--- src/rtl/if_stage.sv ---
// if_stage: RV32I instruction-fetch stage.
// Owns the fetch PC, issues word requests to instruction memory, buffers
// in-order responses in a small queue and drives the IF/ID register.
// Optional build macro IF_PERF_EN adds saturating performance counters
// (perf_fetched, perf_stall, perf_dropped).
module if_stage #(
    parameter logic [31:0] RESET_PC  = 32'h0000_0000,
    parameter int unsigned BUF_DEPTH = 2,
    parameter logic [31:0] NOP_INST  = 32'h0000_0013
) (
    input  logic        clk,
    input  logic        reset,
    input  logic        stall_ID,
    input  logic        redirect_Ex,
    input  logic [31:0] redirect_pc_Ex,
    output logic        imem_req,
    output logic [31:0] imem_addr,
    input  logic        imem_ready,
    input  logic        imem_rvalid,
    input  logic [31:0] imem_rdata,
    output logic [31:0] pc_ID,
    output logic [31:0] inst_ID,
    output logic        valid_ID
`ifdef IF_PERF_EN
    ,
    output logic [31:0] perf_fetched,
    output logic [31:0] perf_stall,
    output logic [15:0] perf_dropped
`endif
);

    localparam int unsigned PW = $clog2(BUF_DEPTH);
    localparam int unsigned CW = PW + 1;

    logic [31:0]   fetch_pc_q, fetch_pc_d;
    logic [31:0]   resp_pc_q, resp_pc_d;
    logic [CW-1:0] out_q, out_d;
    logic [CW-1:0] drop_q, drop_d;
    logic [CW-1:0] cnt_q, cnt_d;
    logic [PW-1:0] rd_q, rd_d;
    logic [PW-1:0] wr_q, wr_d;
    logic [31:0]   pc_id_q, pc_id_d;
    logic [31:0]   inst_id_q, inst_id_d;
    logic          valid_id_q, valid_id_d;

    logic [31:0]   qpc_q   [BUF_DEPTH];
    logic [31:0]   qinst_q [BUF_DEPTH];

    logic          room;
    logic          hs;
    logic          rsp_drop;
    logic          rsp_keep;
    logic          push;
    logic          pop;
    logic          load;
    logic [31:0]   redir_tgt;

    // Space is reserved at request time: in-flight plus buffered never exceeds
    // BUF_DEPTH, so every accepted response has a queue slot waiting for it.
    assign room      = (out_q + cnt_q) < CW'(BUF_DEPTH);
    assign imem_req  = reset & room & ~redirect_Ex;
    assign imem_addr = fetch_pc_q;
    assign hs        = imem_req & imem_ready;
    assign redir_tgt = redirect_pc_Ex & ~32'h3;

    // A response is stale if older drops are pending or a redirect lands with it.
    assign rsp_drop  = imem_rvalid & ((drop_q != '0) | redirect_Ex);
    assign rsp_keep  = imem_rvalid & ~rsp_drop;

    assign pc_ID     = pc_id_q;
    assign inst_ID   = inst_id_q;
    assign valid_ID  = valid_id_q;

    // Next-state: PC tracking, in-flight/drop accounting, queue and IF/ID update.
    always_comb begin
        fetch_pc_d = fetch_pc_q;
        resp_pc_d  = resp_pc_q;
        out_d      = out_q + CW'(hs) - CW'(imem_rvalid);
        drop_d     = drop_q;
        cnt_d      = cnt_q;
        rd_d       = rd_q;
        wr_d       = wr_q;
        pc_id_d    = pc_id_q;
        inst_id_d  = inst_id_q;
        valid_id_d = valid_id_q;
        push       = 1'b0;
        pop        = 1'b0;
        load       = 1'b0;

        if (hs) begin
            fetch_pc_d = fetch_pc_q + 32'd4;
        end

        if (redirect_Ex) begin
            fetch_pc_d = redir_tgt;
            resp_pc_d  = redir_tgt;
            cnt_d      = '0;
            rd_d       = '0;
            wr_d       = '0;
            drop_d     = out_q - CW'(imem_rvalid);
            valid_id_d = 1'b0;
            inst_id_d  = NOP_INST;
        end else begin
            if (imem_rvalid && drop_q != '0) begin
                drop_d = drop_q - CW'(1);
            end
            if (rsp_keep) begin
                resp_pc_d = resp_pc_q + 32'd4;
            end
            if (!stall_ID) begin
                if (cnt_q != '0) begin
                    pop        = 1'b1;
                    load       = 1'b1;
                    pc_id_d    = qpc_q[rd_q];
                    inst_id_d  = qinst_q[rd_q];
                    valid_id_d = 1'b1;
                end else if (rsp_keep) begin
                    // Bypass: empty queue and advancing register take the response directly.
                    load       = 1'b1;
                    pc_id_d    = resp_pc_q;
                    inst_id_d  = imem_rdata;
                    valid_id_d = 1'b1;
                end else begin
                    valid_id_d = 1'b0;
                    inst_id_d  = NOP_INST;
                end
            end
            push = rsp_keep & ~(stall_ID == 1'b0 && cnt_q == '0);
            if (pop) begin
                rd_d = rd_q + PW'(1);
            end
            if (push) begin
                wr_d = wr_q + PW'(1);
            end
            cnt_d = cnt_q + CW'(push) - CW'(pop);
        end
    end

    // Control and IF/ID state registers.
    always_ff @(posedge clk or negedge reset) begin
        if (!reset) begin
            fetch_pc_q <= RESET_PC;
            resp_pc_q  <= RESET_PC;
            out_q      <= '0;
            drop_q     <= '0;
            cnt_q      <= '0;
            rd_q       <= '0;
            wr_q       <= '0;
            pc_id_q    <= '0;
            inst_id_q  <= NOP_INST;
            valid_id_q <= 1'b0;
        end else begin
            fetch_pc_q <= fetch_pc_d;
            resp_pc_q  <= resp_pc_d;
            out_q      <= out_d;
            drop_q     <= drop_d;
            cnt_q      <= cnt_d;
            rd_q       <= rd_d;
            wr_q       <= wr_d;
            pc_id_q    <= pc_id_d;
            inst_id_q  <= inst_id_d;
            valid_id_q <= valid_id_d;
        end
    end

    // Queue storage; contents are qualified by cnt_q so no reset is needed.
    always_ff @(posedge clk) begin
        if (push) begin
            qpc_q[wr_q]   <= resp_pc_q;
            qinst_q[wr_q] <= imem_rdata;
        end
    end

`ifdef IF_PERF_EN
    logic [31:0] perf_fetched_q;
    logic [31:0] perf_stall_q;
    logic [15:0] perf_dropped_q;

    assign perf_fetched = perf_fetched_q;
    assign perf_stall   = perf_stall_q;
    assign perf_dropped = perf_dropped_q;

    // Saturating event counters.
    always_ff @(posedge clk or negedge reset) begin
        if (!reset) begin
            perf_fetched_q <= '0;
            perf_stall_q   <= '0;
            perf_dropped_q <= '0;
        end else begin
            if (load && perf_fetched_q != '1) begin
                perf_fetched_q <= perf_fetched_q + 32'd1;
            end
            if (stall_ID && valid_id_q && perf_stall_q != '1) begin
                perf_stall_q <= perf_stall_q + 32'd1;
            end
            if (rsp_drop && perf_dropped_q != '1) begin
                perf_dropped_q <= perf_dropped_q + 16'd1;
            end
        end
    end
`endif

endmodule

--- config.mk ---
export PLATFORM = sky130hd
export DESIGN_NAME = if_stage
export DESIGN_NICKNAME = d
export VERILOG_FILES = /design/src/rtl/if_stage.sv
export SDC_FILE = /design/constraint.sdc
export NUM_CORES = 1
export LEC_CHECK = 0
export CAP_MARGIN = 20
export CORE_MARGIN = 2
export CORE_UTILIZATION = 45
export DETAILED_ROUTE_END_ITERATION = 12
export HOLD_SLACK_MARGIN = 0.02
export PLACE_DENSITY = 0.77
export SYNTH_ARGS = -nofsm -noshare
export SYNTH_HDL_FRONTEND = slang
export SYNTH_SLANG_ARGS = --single-unit
--- constraint.sdc ---
create_clock -name clk -period 7.07 [get_ports clk]
set_input_delay 2.121 -clock clk [delete_from_list [all_inputs] [get_ports clk]]
set_output_delay 2.121 -clock clk [all_outputs]
set_load 0.005 [all_outputs]
== After elaboration in Yosys (flattened, before gate mapping) ==
Memory sizes are Yosys's and may differ from the RTL's.
Cells that the tools add are included.
Widths: inputs -> output; s select.

* Input port bits: 70
* Memories kept: 2
* Word-level logic and storage cells: 75
* Output and inout bits: 98
* Bits in latches: 0
* Bits in writable memories: 128
* Register bits: 137
* ROM bits: 0

{| class="wikitable"
|+ Memories
! name !! depth !! width !! rd ports !! clocked after memory_dff !! wr ports !! RTL line !! RTL
|-
| qinst_q || 2 || 32 || 1 || 0 || 1 || 47 || <nowiki>logic [31:0] qinst_q [BUF_DEPTH];</nowiki>
|-
| qpc_q || 2 || 32 || 1 || 0 || 1 || 46 || <nowiki>logic [31:0] qpc_q [BUF_DEPTH];</nowiki>
|}

* Shifts and indexed selects: 0
* Multiplexer cells: 27
* $lt $le $gt $ge: 1
* Equality and inequality tests: 1
* Bitwise gates (word level): 11
* Divide/modulo/power cells: 0
* Reductions and logical operators: 12
* $mul: 0
* Add/subtract/negate cells: 11

{| class="wikitable"
|+ Operators by type and width
! cell !! count
|-
| $mux 32 || 10
|-
| $add 32x3->32 const B || 2
|-
| $reduce_bool 2->1 || 8
|-
| $mux 1 || 14
|-
| $and 1x1->1 || 6
|-
| $mux 2 || 3
|-
| $sub 2x1->2 || 3
|-
| $add 2x1->2 || 2
|-
| $not 1->1 || 4
|-
| $reduce_and 3->1 || 1
|-
| $add 1x1->1 const B || 2
|-
| $add 2x2->2 || 1
|-
| $logic_and 1x1->1 || 2
|-
| $logic_not 2->1 || 1
|-
| $lt 2x2->1 const B || 1
|-
| $ne 2x1->1 const B || 1
|-
| $sub 2x1->2 const B || 1
|-
| $or 1x1->1 || 1
|}

== Longest topological paths before layout ==
Gate-level depths: netlist of run 1.

* Word-level depth: 9
* Mapped depth: 11
* Gate-level depth less buffers: 11

== Least setup slack after synthesis of run 1 ==
Ideal clock, no wire load.

* Kind: input-to-reg
* Start point: input port redirect_Ex
* End point: memory qinst_q[0][0], enable pin
* Arrival time: 5.258 ns
* Cell stages on the path: 4
* Required time: 6.588 ns
* Library setup time: 0.482 ns
* Path slack: 1.329 ns
* Path buffers: 1
* Cell sequence: clkbuf_1 > nor2_1 > o21ai_0 > nor2_1

* Longest elaborated chain between the ends: 8

{| class="wikitable"
|+ Ends and longest elaborated chain
! item !! RTL line !! RTL
|-
| start: declaration || 14 || <nowiki>input logic redirect_Ex,</nowiki>
|-
| $or 1x1->1 || 67 || <nowiki>assign rsp_drop = imem_rvalid & ((drop_q != '0) | redirect_Ex);</nowiki>
|-
| $and 1x1->1 || 67 ||
|-
| $not 1->1 || 68 || <nowiki>assign rsp_keep = imem_rvalid & ~rsp_drop;</nowiki>
|-
| $and 1x1->1 || 68 ||
|-
| $and 1x1->1 || 128 || <nowiki>push = rsp_keep & ~(stall_ID == 1'b0 && cnt_q == '0);</nowiki>
|-
| $mux 1 * || 94 || <nowiki>if (redirect_Ex) begin</nowiki>
|-
| $mux 1 * || 168 || <nowiki>if (push) begin</nowiki>
|-
| $mux 1 (not written as such) * || 170 || <nowiki>qinst_q[wr_q] <= imem_rdata;</nowiki>
|-
| end: declaration || 47 ||
|}

Mark *: on every way between the ends. The rest lies on a longest branch, timed or not.

== Worst setup path after layout of run 1 ==
* Start point: input port reset
* End point: output port imem_req

* Longest elaborated chain between the ends: 2

{| class="wikitable"
|+ Ends and longest elaborated chain
! item !! RTL line !! RTL
|-
| start: declaration || 12 || <nowiki>input logic reset,</nowiki>
|-
| $and 1x1->1 (2 in series) || 61 || <nowiki>assign imem_req = reset & room & ~redirect_Ex;</nowiki>
|-
| end: declaration || 16 || <nowiki>output logic imem_req,</nowiki>
|}

Every way passes these cells.

==> results of run 1 <==
[layer usage]
layer / GRT usage, % / up-vias / part of all wire [%]
met5: 0 / - / 0
met4: 5.149 / 0 / 1.9
met3: 3.769 / 44 / 7.6
met2: 31.08 / 297 / 45
met1: 28.56 / 3728 / 45
li1: - / 3634 / -
[cell usage in the layout (no fill, tap or decap), types with 3 or more instances in the layout]
cell	Yosys	routed
nand2b_1	8	8
o22ai_1	3	3
nand3_1	20	20
clkbuf_16	0	29
clkbuf_1	43	10
or3_1	4	4
ha_1	8	8
xnor2_1	28	28
inv_1	13	12
o211ai_1	3	3
nor2_4	0	3
or2_2	3	3
dfrtp_1	128	127
nor2b_1	30	30
buf_4	4	9
clkinv_2	0	4
nor2_1	50	47
a21boi_0	8	8
o21ai_0	36	36
nor4_1	14	14
mux2i_1	33	33
edfxtp_1	124	124
clkbuf_8	0	5
nor3_1	36	35
mux2_2	68	68
dfstp_2	3	3
xor2_1	26	26
a31oi_1	4	4
conb_1	1	4
nand4_1	25	25
a221oi_1	29	29
and4_1	8	8
o31a_1	14	14
a21oi_1	39	39
nand2_1	53	53
clkdlybuf4s50_1	0	158
and3_1	16	16
[kinds of logic after synthesis]
logic type	Yosys count	synth area share (%)
mux	101	9.675
buf+inv	74	2.640
flops	255	61.84
simple gates	274	12.54
compound gates	140	8.074
xor+xnor	55	4.319
fa+ha+maj	8	0.8836
other cells	1	0.03310
[power by group]
part | total (W) | switching, W | internal (W)
sequential | 0.00199 | 0.000221 | 0.00177
clock | 0.00146 | 0.000579 | 0.000878
combinational | 0.00120 | 0.000594 | 0.000610
[final cells by class]
cell class / count / area, um2
Fill cell: 2052 / 10800
Sequential cell: 255 / 7009
Multi-Input combinational cell: 582 / 4063
Timing Repair Buffer: 172 / 1710
Clock buffer: 44 / 832.0
Tap cell: 330 / 412.9
Clock inverter: 8 / 92.59
Inverter: 13 / 48.80
[sequential cells by signal, indices dropped and copies added, names as in the netlist]
register   count
inst_ID       32
rd_q           1
qpc_q         60
valid_ID       1
qinst_q       64
resp_pc_q     30
out_q          2
imem_addr     30
wr_q           1
cnt_q          2
pc_ID         30
drop_q         2
[synthesized netlist by cell type, drive strengths merged]
master	instances
ha	8
nand2b	8
o31a	14
a211o	1
nor3	36
xor2	26
dfstp	3
mux2	68
a21oi	39
and2	3
a221oi	29
nand2	53
or2	3
or3	4
a31oi	4
o21ai	36
dfrtp	128
a211oi	1
clkbuf	44
o22ai	3
and3	16
nor3b	1
nor2	50
nand4	25
and4	8
edfxtp	124
o221a	1
o211ai	3
buf	17
o41ai	1
nor4	15
nor2b	30
xnor2	29
a21boi	8
mux2i	33
nand3	20
or4	2
conb	1
inv	13
[metrics by stage]
stage	instances	total power, W	util (%)	cell area, um2
detailed placement	1352	0.003225	53.05	13240
global placement	1352	0.003188	53.05	13240
CTS	1404	0.004685	56.76	14170
floorplan	911	0.002674	-	11340
global route	1404	0.004894	56.76	14170
finish	1404	0.004648	56.76	14170
[worst min-delay path: stages, from the launching register on]
cell	delay (ns)
dfrtp_1	0.34
nand2_1	0.04
o21ai_0	0.06
[how the worst max path moves through the flow]
stage	startpoint	to	slack (ns)	depth (start not counted)
finish	reset	imem_req	1.33	6
CTS	reset	imem_req	1.33	6
global route	reset	imem_req	1.12	6
detailed placement	reset	imem_req	1.35	6
floorplan	redirect_Ex	qinst_q[0][0]$_DFFE_PP_	1.33	4
global placement	reset	imem_req	1.36	6
==> flow_metrics.tcl, run 1 <==
set metrics [dict create \
    crit_arrival_ns 3.61 \
    core-area_um2 24960 \
    hpwl_mm 16.94 \
    hold_buffers 0 \
    min_to "pc_ID[2]$_DFFE_PN0P_" \
    drtIter0Drc 564 \
    path_class "input pin to output port" \
    cts_resized 0 \
    crit_fanout 27 \
    finalSetupViolations 0 \
    gp_congestion 0.8432 \
    post_drt_wl_per_cell_um 18.73 \
    cts_buffers 28 \
    setup_tns_ns 0 \
    startpoint_type "input pin" \
    timing.rr.start "cnt_q[1]$_DFF_PN0_" \
    regToRegEndpoint "qinst_q[0][16]$_DFFE_PP_" \
    p_leak_nw 5.238 \
    finClkSkew_ns 0.007490 \
    grt_pass1_vias 7720 \
    pre_cts_ws_ns 1.351 \
    die_h_um 162.7 \
    fin_hold_ws_ns 0.4800 \
    vias 7703 \
    max_freq_mhz 174.4 \
    reg2reg_slack_ns 3.88 \
    endpoint_kind "output port" \
    antenna_left 0 \
    postSynthCellCount 908 \
    grt_first_pass_wirelength_mm 41.90 \
    h-tree-depth 1 \
    vdd_drop_max_v 0.0001893 \
    nets 1130 \
    crit_required_ns 4.95 \
    timing.critical_path.slowest_cell_delay_ns 0.52 \
    cts_tree "built" \
    hold_path_class "flop to flop" \
    fin_ws_ns 1.335 \
    boundaryPins 168 \
    hp-start "pc_ID[2]$_DFFE_PN0P_" \
    period_needed_ns 5.735 \
    synthDominantCellAreaShare_pct 32.87 \
    start_util_pct 45.38 \
    min_path_cells 2 \
    clockRootBuffer "clkbuf_16" \
    worstMarginPinSlew_ns 1.033 \
    ys_seq_elements 255 \
    area_delta_synth_final_pct 25.07 \
    critical_path_buf_inv_count 3 \
    cp_top_family "buffers and inverters" \
    antenna_found_initial 1 \
    drive_above_1_share_pct 12.94 \
    diodes 0 \
    grt_max_degree 69 \
    max_cap_violations 0 \
    rows 58 \
    wirelength_mm 26.29 \
    cp_slowest_cell "clkdlybuf4s50_1" \
    vias_per_cell 5.486 \
    ys_seq_area_share_pct 61.84 \
    grt-ovfl-total 0 \
    hold_viol_final 0 \
    fp.dieArea_um2 26460 \
    status "complete, no violations" \
    synth.cell_area_um2 11330 \
    cts_sinks 255 \
    clk_pin_slew_worst_paths_ns 0.06 \
    die_w_um 162.7 \
    synthTopCellsByArea "edfxtp_1 33%, dfrtp_1 28%, mux2_2 6.8%" \
    timing.slew.headroom_pct 31.16 \
    rsz0062_at_grt "no" \
    post-cts-setup-buffers 0 \
    crit_chain "buf_6, a21boi_0, mux2i_1, buf_4, nor2_1, clkdlybuf4s50_1" \
    drc 0 \
    clkLatencyLatePin_ns 0.54 \
    ys_types 46 \
    finalMaxSlewViolations 0 \
    yosys.area.top_type "edfxtp_1" \
    portBuffers 161 \
    worstRegToRegCells 4 \
    track_usage_pct 19.81 \
    period_share_pct 81.12 \
    synth.avg_cell_area_um2 12.48 \
    clockBufferDepth 3 \
    ys_warn_count 0 \
    power.density_nw_per_um2 328.0 \
    dr.pass1.iters 5 \
]
Power figures use the tool's default switching activity.
==> run 2: changes to the inputs <==
==> constraint.sdc (replaced) <==
create_clock -name clk -period 5.85 [get_ports clk]
set_input_delay 1.755 -clock clk [delete_from_list [all_inputs] [get_ports clk]]
set_output_delay 1.755 -clock clk [all_outputs]
set_load 0.005 [all_outputs]
==> flow_metrics.tcl, run 2 (synthesized netlist as in run 1, its figures left out) <==
set metrics [dict create \
    grt_max_degree 68 \
    vias_per_cell 5.507 \
    start_util_pct 45.38 \
    post_drt_wl_per_cell_um 18.49 \
    hold_path_class "flop to flop" \
    swShare_pct 29.15 \
    clockRootBuffer "clkbuf_16" \
    drc 0 \
    core-area_um2 24960 \
    pwr-share-seq_pct 41.8 \
    hold_buffers 0 \
    h-tree-depth 1 \
    worstMarginPinSlew_ns 1.031 \
    status "complete, no violations" \
    nets 1132 \
    wirelength_mm 26.00 \
    setup_tns_ns 0 \
    endpoint_kind "output port" \
    grt_first_pass_wirelength_mm 41.51 \
    max_cap_violations 0 \
    grt_pass1_vias 7834 \
    period_needed_ns 5.020 \
    p_leak_nw 5.274 \
    die_h_um 162.7 \
    antenna_found_initial 0 \
    die_w_um 162.7 \
    finalMaxSlewViolations 0 \
    boundaryPins 168 \
    internal_power_w 0.004065 \
    clk_pin_slew_worst_paths_ns 0.06 \
    largest_reg_flops 64 \
    final_util_pct 57.07 \
    cts_buffers 28 \
    clockBufferDepth 3 \
    fp.dieArea_um2 26460 \
    grt-ovfl-total 0 \
    track_usage_pct 19.71 \
    post-cts-setup-buffers 0 \
    drive_above_1_share_pct 13.29 \
    max_freq_mhz 199.2 \
    cts_resized 0 \
    clkPwrFrac_pct 33.0 \
    combPwrFrac_pct 25.2 \
    portBuffers 161 \
    rsz0062_at_grt "no" \
    vdd_drop_max_v 0.0002334 \
    period_share_pct 85.81 \
    cts_sinks 255 \
    dpl_cell_area_um2 13230 \
    startpoint_type "input pin" \
    crit_fanout 29 \
    timing.slew.headroom_pct 31.29 \
    rows 58 \
    crit_arrival_ns 3.27 \
    layout_common_cells "158 x clkdlybuf4s50_1, 127 x dfrtp_1, 124 x edfxtp_1" \
    diodes 0 \
    fillers 2061 \
    drtIter0Drc 605 \
    net-switching-power_w 0.001673 \
    power.density_nw_per_um2 402.8 \
    antenna_left 0 \
    postLayoutCellArea_um2 14250 \
    largest-register "qinst_q" \
    clkLatencyLatePin_ns 0.53 \
    gp_congestion 0.8381 \
    cts_tree "built" \
    dr.pass1.iters 5 \
    vias 7743 \
    final_common_cell "clkdlybuf4s50_1" \
    area_delta_synth_final_pct 25.77 \
    fin_hold_ws_ns 0.4794 \
    hpwl_mm 16.84 \
    hold_viol_final 0 \
    crit_required_ns 4.09 \
    path_class "input pin to output port" \
    finClkSkew_ns 0.01026 \
    finalSetupViolations 0 \
]
run 2: layout make-up:
cell class                 count  area [um2]  share of cell area (%)
sequential                   255        7009                   49.20
tap                          330       412.9                   2.898
timing repair buffer         174        1700                   11.93
clock inverter                16       241.5                   1.695
multi-input combinational    582        4063                   28.52
clock buffer                  36       772.0                   5.418
inverter                      13       48.80                  0.3425
run 2: power by group through the flow:
| stage | Sequential (W) | Combinational (W) | Clock [W] |
|---|---|---|---|
| detailed placement | 0.00243 | 0.00146 | 0 |
| CTS | 0.00240 | 0.00147 | 0.00193 |
| floorplan | 0.00232 | 0.000908 | 0 |
| finish | 0.00240 | 0.00145 | 0.00189 |
| global route | 0.00243 | 0.00161 | 0.00200 |
| global placement | 0.00242 | 0.00143 | 0 |
run 2: path summary, 6_finish.rpt:
check | slack [ns] | startpoint | depth (start not counted) | to
max | 0.83 | reset | 6 | imem_req
min | 0.48 | pc_ID[30]$_DFFE_PN0P_ | 2 | pc_ID[30]$_DFFE_PN0P_
max reg2reg | 2.85 | cnt_q[1]$_DFF_PN0_ | 8 | cnt_q[1]$_DFF_PN0_
min reg2reg | 0.48 | pc_ID[30]$_DFFE_PN0P_ | 2 | pc_ID[30]$_DFFE_PN0P_
max in group asynchronous | 2.92 | reset | 3 | rd_q$_DFFE_PN0P_
min in group asynchronous | 1.09 | reset | 1 | out_q[0]$_DFF_PN0_
run 2: metrics by stage:
step | power, W | worst slack [ns] | instances
after global placement | 0.003847 | 0.8745 | 1354
after CTS | 0.005801 | 0.8020 | 1406
after global routing | 0.006048 | 0.7378 | 1406
final | 0.005738 | 0.8298 | 1406
after detailed placement | 0.003887 | 0.8206 | 1354
after floorplan | 0.003231 | 0.4755 | 911
run 2: critical path, cell delays in order:
cell and delay [ns]:
buf_6 0.24, a21boi_0 0.28, mux2i_1 0.11, buf_4 0.20, nor2_1 0.14, clkdlybuf4s50_1 0.52
run 2: layer usage:
layer | vias up | track usage [%] | share of wire [%]
li1 | 3645 | - | -
met1 | 3778 | 27.38 | 45
met2 | 283 | 32.28 | 46
met3 | 37 | 3.718 | 7.2
met4 | 0 | 4.827 | 1.9
met5 | - | 0 | 0
==> run 3: changes to the inputs <==
--- a/config.mk
+++ b/config.mk
@@ -8,9 +8,10 @@
 export CAP_MARGIN = 20
 export CORE_MARGIN = 2
 export CORE_UTILIZATION = 45
+export CTS_CLUSTER_DIAMETER = 30
 export DETAILED_ROUTE_END_ITERATION = 12
 export HOLD_SLACK_MARGIN = 0.02
-export PLACE_DENSITY = 0.77
+export PLACE_DENSITY = 0.79
 export SYNTH_ARGS = -nofsm -noshare
 export SYNTH_HDL_FRONTEND = slang
 export SYNTH_SLANG_ARGS = --single-unit
==> flow_metrics.tcl, run 3 (synthesized netlist as in run 1, its figures left out) <==
set metrics [dict create \
    status "complete, no violations" \
    drive_above_1_share_pct 16.38 \
    finClkSkew_ns 0.01383 \
    hold_buffers 0 \
    regToRegEndpoint "cnt_q[1]$_DFF_PN0_" \
    antenna_found_initial 0 \
    final_common_cell "clkdlybuf4s50_1" \
    timing.rr.start "cnt_q[1]$_DFF_PN0_" \
    boundaryPins 168 \
    hold_path_class "flop to flop" \
    die_w_um 162.7 \
    rsz0062_at_grt "no" \
    drc 0 \
    grt_first_pass_wirelength_mm 43.83 \
    grt_pass1_vias 8263 \
    crit_fanout 28 \
    crit_required_ns 4.09 \
    cts_buffers 52 \
    setup_tns_ns 0 \
    finalSetupViolations 0 \
    wirelength_mm 27.56 \
    vias_per_cell 5.580 \
    cts_resized 0 \
    worstRegToRegCells 8 \
    cts_tree "built" \
    startpoint_type "input pin" \
    largest-register "qinst_q" \
    grt-ovfl-total 0 \
    final_util_pct 60.76 \
    p_leak_nw 5.719 \
    start_util_pct 45.38 \
    vdd_drop_max_v 0.0002565 \
    gp_congestion 0.8267 \
    cts_sinks 255 \
    net-switching-power_w 0.001937 \
    finalMaxSlewViolations 0 \
    clkPwrFrac_pct 45.1 \
    clockRootBuffer "clkbuf_16" \
    core-area_um2 24960 \
    grt_max_degree 68 \
    rows 58 \
    power.density_nw_per_um2 466.0 \
    worstMarginPinSlew_ns 1.012 \
    largest_reg_flops 64 \
    vias 8108 \
    clockBufferDepth 3 \
    diodes 0 \
    die_h_um 162.7 \
    track_usage_pct 20.89 \
    portBuffers 161 \
    crit_end "imem_req" \
    post-cts-setup-buffers 0 \
    crit_arrival_ns 3.27 \
    pwr-share-seq_pct 33.5 \
    h-tree-depth 2 \
    post_drt_wl_per_cell_um 18.96 \
    endpoint_kind "output port" \
    clkLatencyLatePin_ns 0.54 \
    nets 1157 \
    fp.dieArea_um2 26460 \
    period_needed_ns 5.023 \
    max_freq_mhz 199.1 \
    reg2reg_slack_ns 2.84 \
    path_class "input pin to output port" \
    period_share_pct 85.87 \
    timing.slew.headroom_pct 31.96 \
    hold_viol_final 0 \
    internal_power_w 0.005132 \
    regArea_um2 7007 \
    combPwrFrac_pct 21.4 \
    max_cap_violations 0 \
    clk_pin_slew_worst_paths_ns 0.04 \
    drtIter0Drc 598 \
    p_total_w 0.007069 \
    multi_input_area_um2 4063 \
    layout_common_cells "158 x clkdlybuf4s50_1, 127 x dfrtp_1, 124 x edfxtp_1" \
    hpwl_mm 17.13 \
    fillers 1931 \
    antenna_left 0 \
    startpoint "reset" \
    dr.pass1.iters 5 \
    swShare_pct 27.41 \
    area_delta_synth_final_pct 33.90 \
]
run 3: changes by cell type in the layout (fill, tap and decap cells not counted), sizes merged:
cell      change
clkbuf       +34
bufinv        +6
clkinv        +3
inv           +1
buf           +1
clkinvlp      +2
run 3: worst min path at each step:
stage                     cells past startpoint                     to  slack (ns)                     start
after floorplan                               0  qpc_q[0][4]$_DFFE_PP_        0.44  resp_pc_q[4]$_DFFE_PN0P_
after global placement                        2  pc_ID[29]$_DFFE_PN0P_        0.46     pc_ID[29]$_DFFE_PN0P_
after detailed placement                      2   pc_ID[2]$_DFFE_PN0P_        0.47      pc_ID[2]$_DFFE_PN0P_
after CTS                                     2   pc_ID[2]$_DFFE_PN0P_        0.48      pc_ID[2]$_DFFE_PN0P_
after global routing                          2  pc_ID[27]$_DFFE_PN0P_        0.50     pc_ID[27]$_DFFE_PN0P_
final                                         2   pc_ID[2]$_DFFE_PN0P_        0.47      pc_ID[2]$_DFFE_PN0P_
run 3: worst max-delay path, stage by stage:
cell	delay [ns]
buf_6	0.24
a21boi_0	0.27
mux2i_1	0.12
buf_4	0.20
nor2_1	0.15
clkdlybuf4s50_1	0.53
run 3: final cells by class:
cell class                      count  area share (%)
Clock buffer                       70           9.569
Clock inverter                     28           3.069
Inverter                           13          0.3217
Multi-Input combinational cell    582           26.78
Sequential cell                   255           46.19
Tap cell                          330           2.722
Timing Repair Buffer              175           11.34
run 3: per-layer routing:
layer	track usage (%)	wire [um]	part of all wire, %
met5	0	0	0
met4	6.235	558	2.0
met3	4.507	2254	8.2
met2	33.29	12750	46
met1	28.98	12000	44
run 3: power groups by stage:
stage / logic (W) / registers (W) / clock network, W
floorplan: 0.000908 / 0.00232 / 0
global placement: 0.00147 / 0.00238 / 0
detailed placement: 0.00151 / 0.00239 / 0
CTS: 0.00153 / 0.00237 / 0.00322
global route: 0.00167 / 0.00240 / 0.00332
finish: 0.00152 / 0.00237 / 0.00319
run 3: metrics by stage:
stage	hold slack (ns)	cell area [um2]	std cells	worst slack [ns]
2_1_floorplan	0.4412	11340	911	0.4755
3_3_place_gp	0.4617	13250	1355	0.8786
3_5_place_dp	0.4706	13250	1355	0.8424
4_1_cts	0.4801	15170	1453	0.8241
5_1_grt	0.5009	15170	1453	0.7301
6_report	0.4716	15170	1453	0.8268
